===== config.mk =====
export PLATFORM = sky130hd
export DESIGN_NAME = divider_8bit_check_mul
export DESIGN_NICKNAME = d
export VERILOG_FILES = /design/src/rtl/divider_pkg.sv /design/src/rtl/divider_8bit_check_mul.sv
export SDC_FILE = /design/constraint.sdc
export NUM_CORES = 1
export LEC_CHECK = 0
export ABC_CLOCK_PERIOD_IN_PS = 2400
export CAP_MARGIN = 25
export CORE_MARGIN = 2
export CORE_UTILIZATION = 49
export CTS_BUF_LIST = sky130_fd_sc_hd__clkbuf_16
export CTS_CLUSTER_DIAMETER = 200
export DETAILED_ROUTE_END_ITERATION = 12
export PLACE_DENSITY_LB_ADDON = 0.3
export SLEW_MARGIN = 20
export SYNTH_ARGS = -nofsm -noshare
export SYNTH_HDL_FRONTEND = slang
export SYNTH_SLANG_ARGS = --single-unit
export TNS_END_PERCENT = 30

===== constraint.sdc =====
create_clock -name clk -period 2.4 [get_ports clk]
set_clock_uncertainty 0.2 [all_clocks]
set_input_delay 0.48 -clock clk [delete_from_list [all_inputs] [get_ports clk]]
set_output_delay 0.48 -clock clk [all_outputs]
set_load 0.005 [all_outputs]

===== src/rtl/divider_pkg.sv =====
// Shared widths and FSM state set for the 8-by-4 divider and its multiply-back checker.
// Keeping both blocks on these constants keeps their operand widths matched.
package divider_pkg;

  localparam int W_Q = 8;
  localparam int W_B = 4;

  typedef enum logic [1:0] {
    IDLE = 2'd0,
    CALC = 2'd1,
    DONE = 2'd2
  } state_e;

  // Result width: Q*B+R with R < 2^W_Q fits in W_Q+W_B bits.
  function automatic int w_p(input int wq, input int wb);
    return wq + wb;
  endfunction

endpackage


===== src/rtl/divider_8bit_check_mul.sv =====
// Sequential shift-add multiply-accumulate rebuilding dividend = quotient*divisor + remainder.
// One operation in flight; W_B iteration cycles per operation with no early exit.
//
// Handshake: a transfer happens on a rising edge where valid && ready are both high.
// in_ready is high only in IDLE; once out_valid rises, dividend/ovf/rem_invalid stay
// stable until the edge where out_ready is seen high.
module divider_8bit_check_mul
  import divider_pkg::*;
#(
  parameter int W_Q_P = W_Q,
  parameter int W_B_P = W_B
) (
  input  logic                         clk,
  input  logic                         rst_n,
  input  logic                         in_valid,
  output logic                         in_ready,
  input  logic [W_Q_P-1:0]             quotient,
  input  logic [W_B_P-1:0]             divisor,
  input  logic [W_Q_P-1:0]             remainder,
  output logic                         out_valid,
  input  logic                         out_ready,
  output logic [w_p(W_Q_P,W_B_P)-1:0]  dividend,
  output logic                         ovf,
  output logic                         rem_invalid
);

  localparam int WP = w_p(W_Q_P, W_B_P);
  localparam int CW = $clog2(W_B_P) + 1;

  localparam logic [1:0] ST_IDLE = 2'(IDLE);
  localparam logic [1:0] ST_CALC = 2'(CALC);
  localparam logic [1:0] ST_DONE = 2'(DONE);

  logic [1:0]       state;
  logic [CW-1:0]    cnt;
  logic [WP-1:0]    acc;
  logic [WP-1:0]    acc_next;
  logic [WP-1:0]    q_sh;
  logic [W_B_P-1:0] b_sh;
  logic             rem_inv_r;

  assign in_ready = (state == ST_IDLE);

  always_comb begin
    acc_next = acc;
    if (b_sh[0]) acc_next = acc + q_sh;
  end

  always_ff @(posedge clk) begin
    if (!rst_n) begin
      state       <= ST_IDLE;
      out_valid   <= 1'b0;
      dividend    <= '0;
      ovf         <= 1'b0;
      rem_invalid <= 1'b0;
      cnt         <= '0;
      acc         <= '0;
      q_sh        <= '0;
      b_sh        <= '0;
      rem_inv_r   <= 1'b0;
    end else begin
      case (state)
        ST_IDLE: begin
          if (in_valid) begin
            acc       <= WP'(remainder);
            q_sh      <= WP'(quotient);
            b_sh      <= divisor;
            rem_inv_r <= (remainder >= W_Q_P'(divisor));
            cnt       <= '0;
            state     <= ST_CALC;
          end
        end
        ST_CALC: begin
          acc  <= acc_next;
          q_sh <= q_sh << 1;
          b_sh <= b_sh >> 1;
          cnt  <= cnt + 1'b1;
          // Last iteration: publish the final sum straight from acc_next.
          if (cnt == CW'(W_B_P - 1)) begin
            dividend    <= acc_next;
            ovf         <= |acc_next[WP-1:W_Q_P];
            rem_invalid <= rem_inv_r;
            out_valid   <= 1'b1;
            state       <= ST_DONE;
          end
        end
        ST_DONE: begin
          if (out_ready) begin
            out_valid <= 1'b0;
            state     <= ST_IDLE;
          end
        end
        default: state <= ST_IDLE;
      endcase
    end
  end

endmodule


==> impl_metrics.csv <==
group,metric,value,unit
logic_synthesis,yosysUniqueCellTypes,50,
logic_synthesis,synth-seq-area-share,0.3560,
sta,finalSetupViolations,2,
global_routing,grt_max_degree,42,
drt,wl,7.855,mm
global_routing,grt_pass1_wl,12.65,mm
setup_path,rrSetupSlack,-0.02,ns
global_routing,grt_pass1_vias,2681,
logic_synthesis,yosys_warnings,0,
die,start_util,0.5034,
setup_path,cp.arrival,2.38,ns
power_and_ir_drop,ir_drop,0.4105,mV
setup_path,crit_fanout,3,
cts,numCtsBuffers,5,
cts,clkTransAtPathRegs,0.07,ns
finish,diodes,0,
die,ios,40,
sta,rsz0062_at_grt,"true",
drt,drt-initial-drc-count,191,
finish,fin_nets,443,
logic_synthesis,synthesis.nets,387,
logic_synthesis,synth-async-reset-ratio,0,
min_path,min_from,"rem_inv_r",
setup_path,crit_type,"reg2reg",
logic_synthesis,synth_area_leaders,"dfxtp_1 (36%), ha_1 (7.7%), nand2_1 (5.4%)",
setup_path,cp_top_family,"compound AO/OA/AOI/OAI gates",
setup_path,crit_path_cell_trace,"ha_4 -> inv_2 -> fa_2 -> nor2b_2 -> o31a_1 -> buf_4 -> o31a_2 -> nor3_4 -> and2_4 -> a41oi_2",
die,std_cell_rows,27,
setup_path,worst-path-stages,10,
min_path,hold_depth,2,
setup_path,cp_slowest_stage_delay,0.34,ns
logic_synthesis,syn_area,2755,µm²
placement,gp_congestion,0.9441,
sta,slew_headroom,0.6315,
setup_path,cp.required,2.36,ns
logic_synthesis,synthCells,345,
logic_synthesis,ys_ff_latch,49,
cts,htreeDepth,2,
placement,place_hpwl,5.652,mm
setup_path,r2r-start,"acc[0]",
job,maxCapViolCount,0,
sta,hold_viol,0,
sta,worst_pin_slew,0.5470,ns
logic_synthesis,ys.flop_type,"dfxtp_1",
die,die_x,78.99,µm
min_path,hp-class,"reg2reg",
logic_synthesis,synth_edf_count,0,
sta,layout_setup_ws,-0.01629,ns
die,coreArea,5473,µm²
sta,period_needed,2.416,ns
die,die_height,78.99,µm
sta,fmax,413.9,MHz
finish,drive_above_1_share,0.1866,
cts,cts_tree,"done",
setup_path,worst-path-buf-inv,2,
logic_synthesis,yosysTopAreaCellShare,0.3560,
drt,route.detailed.drc,0,
drt,viasPerCell,5.956,
drt,ant_nets,0,
placement,dp_cells,466,
logic_synthesis,avgSynthCellArea,7.986,µm²
cts,clkSinkCount,49,
global_routing,antenna_found_initial,0,
global_routing,grt_usage,0.2595,
sta,report.final.slew_viol_count,0,
drt,drt_first_pass_iters,4,
setup_path,startpoint,"acc[0]",
outcome,violations,"negative setup slack",
setup_path,critPathLaunchType,"register",
finish,area_delta_synth_final,35.38,%
die,dieArea,6239,µm²
outcome,outcome,"finished with violations",
finish,stdcell_count,474,
cts,clk_latency,0.29,ns
cts,clk_path_buf_depth,2,
power_and_ir_drop,p_leak,1.391,nW
placement,io_buffers,39,
cts,post-cts-setup-buffers,0,
setup_path,cp-end-kind,"register",
power_and_ir_drop,total_power,0.002094,W
cts,cts_root_buf,"clkbuf_16",
drt,num_vias,2823,
setup_path,crit_slowest_cell,"dfxtp_2",
setup_path,reg2regPathDepth,10,
sta,period_share,1.007,
logic_synthesis,synth_top_area_cell,"dfxtp_1",
global_routing,grt-ovfl-total,0,
power_and_ir_drop,powerDensity,561.3,nW/µm²
drt,drt-wirelength-per-cell,16.57,µm
[Yosys cell counts, types with 5 or more instances]
master and instances:
ha_1 17, a31oi_1 5, o21ai_0 18, nand3_1 15, a211oi_1 9, nand2_1 40
a21o_1 6, dfxtp_1 49, nor2_1 36, a21oi_1 29, o21a_1 5, nor3_1 8
inv_1 14, nor2b_1 7, clkbuf_1 19, o211ai_1 5, mux2i_1 5, a311oi_1 6
[power breakdown]
part | switching (W) | internal (W) | leakage (nW)
Sequential | 0.0000321 | 0.000849 | 0.402
Combinational | 0.000215 | 0.000185 | 0.904
Clock | 0.000318 | 0.000494 | 0.0842
Total | 0.000565 | 0.00153 | 1.39
[metal layers]
metal	track usage	part of all wire
met1	0.3130	0.44
met2	0.4627	0.50
met3	0.04545	0.046
met4	0.09138	0.018
met5	0	0
[state kept, by name, indices dropped and copies added, names as in the netlist]
signal	cells
acc	12
dividend	12
q_sh	12
b_sh	4
cnt	3
state	2
out_valid	1
ovf	1
rem_inv_r	1
rem_invalid	1
[per-stage QoR]
step	setup TNS (ns)	area (µm²)	hold slack [ns]	worst slack [ns]	util
after global routing	-0.3797	3730	0.3009	-0.1096	0.6815
after CTS	-0.02477	3621	0.2586	-0.02477	0.6616
after global placement	-0.006512	3426	0.2436	-0.006512	0.6260
after floorplan	0	2780	0.2287	0.05290	-
final	-0.02427	3730	0.2616	-0.01629	0.6815
after detailed placement	-0.1601	3426	0.2487	-0.09958	0.6260
[worst min-delay path, stage by stage, from the launching register on]
cell,delay [ns]
dfxtp_1,0.31
nand2_1,0.05
a21oi_1,0.05
[layout make-up]
cell class	count	area (µm²)
multi-input cells	259	1778
fillers	473	1743
flip-flops and latches	49	989.7
repair buffers	72	650.6
clock buffers	5	125.1
well taps	72	90.09
inverters	14	52.55
clock inverters	3	43.79
[cell usage in the layout (no fill, tap or decap), types with 2 or more instances in the layout]
master / instances
a2111oi_2: 2
a211oi_1: 8
a211oi_2: 2
a21o_1: 6
a21oi_1: 28
a221oi_1: 2
a22oi_1: 3
a311oi_1: 6
a31oi_1: 4
and2_1: 2
and3_1: 2
buf_4: 32
clkbuf_16: 5
clkdlybuf4s50_1: 39
dfxtp_1: 42
dfxtp_2: 7
ha_1: 12
ha_4: 5
inv_1: 13
mux2i_1: 5
nand2_1: 40
nand2b_1: 4
nand3_1: 15
nand4_1: 4
nor2_1: 36
nor2b_1: 6
nor3_1: 7
nor4_1: 2
nor4_2: 2
o211ai_1: 5
o21a_1: 5
o21ai_0: 15
o21ai_1: 3
o31ai_1: 2
[cells by family (layout without fill, tap and decap cells)]
group,Yosys count,count (layout),synth area share
AND/OR/NAND/NOR,128,128,0.2139
AO/OA/AOI/OAI,106,106,0.2675
flip-flops,49,49,0.3560
buffers and inverters,37,94,0.05359
adder cells (fa/ha/maj),18,18,0.08447
multiplexers,5,5,0.01817
XOR/XNOR,2,2,0.006359
[timing repair]
action	CTS	global route
endpoints found under the hold margin	0	0
endpoints found under the setup margin	5	10
pin swaps	2	13
resized for setup	5	29
hold buffers	0	0
[final timing paths]
kind,end
hold reg to reg,rem_invalid
setup reg to reg,ovf
setup / recovery,ovf
hold / removal,rem_invalid
No activity file was read; power rests on OpenSTA's default activity.
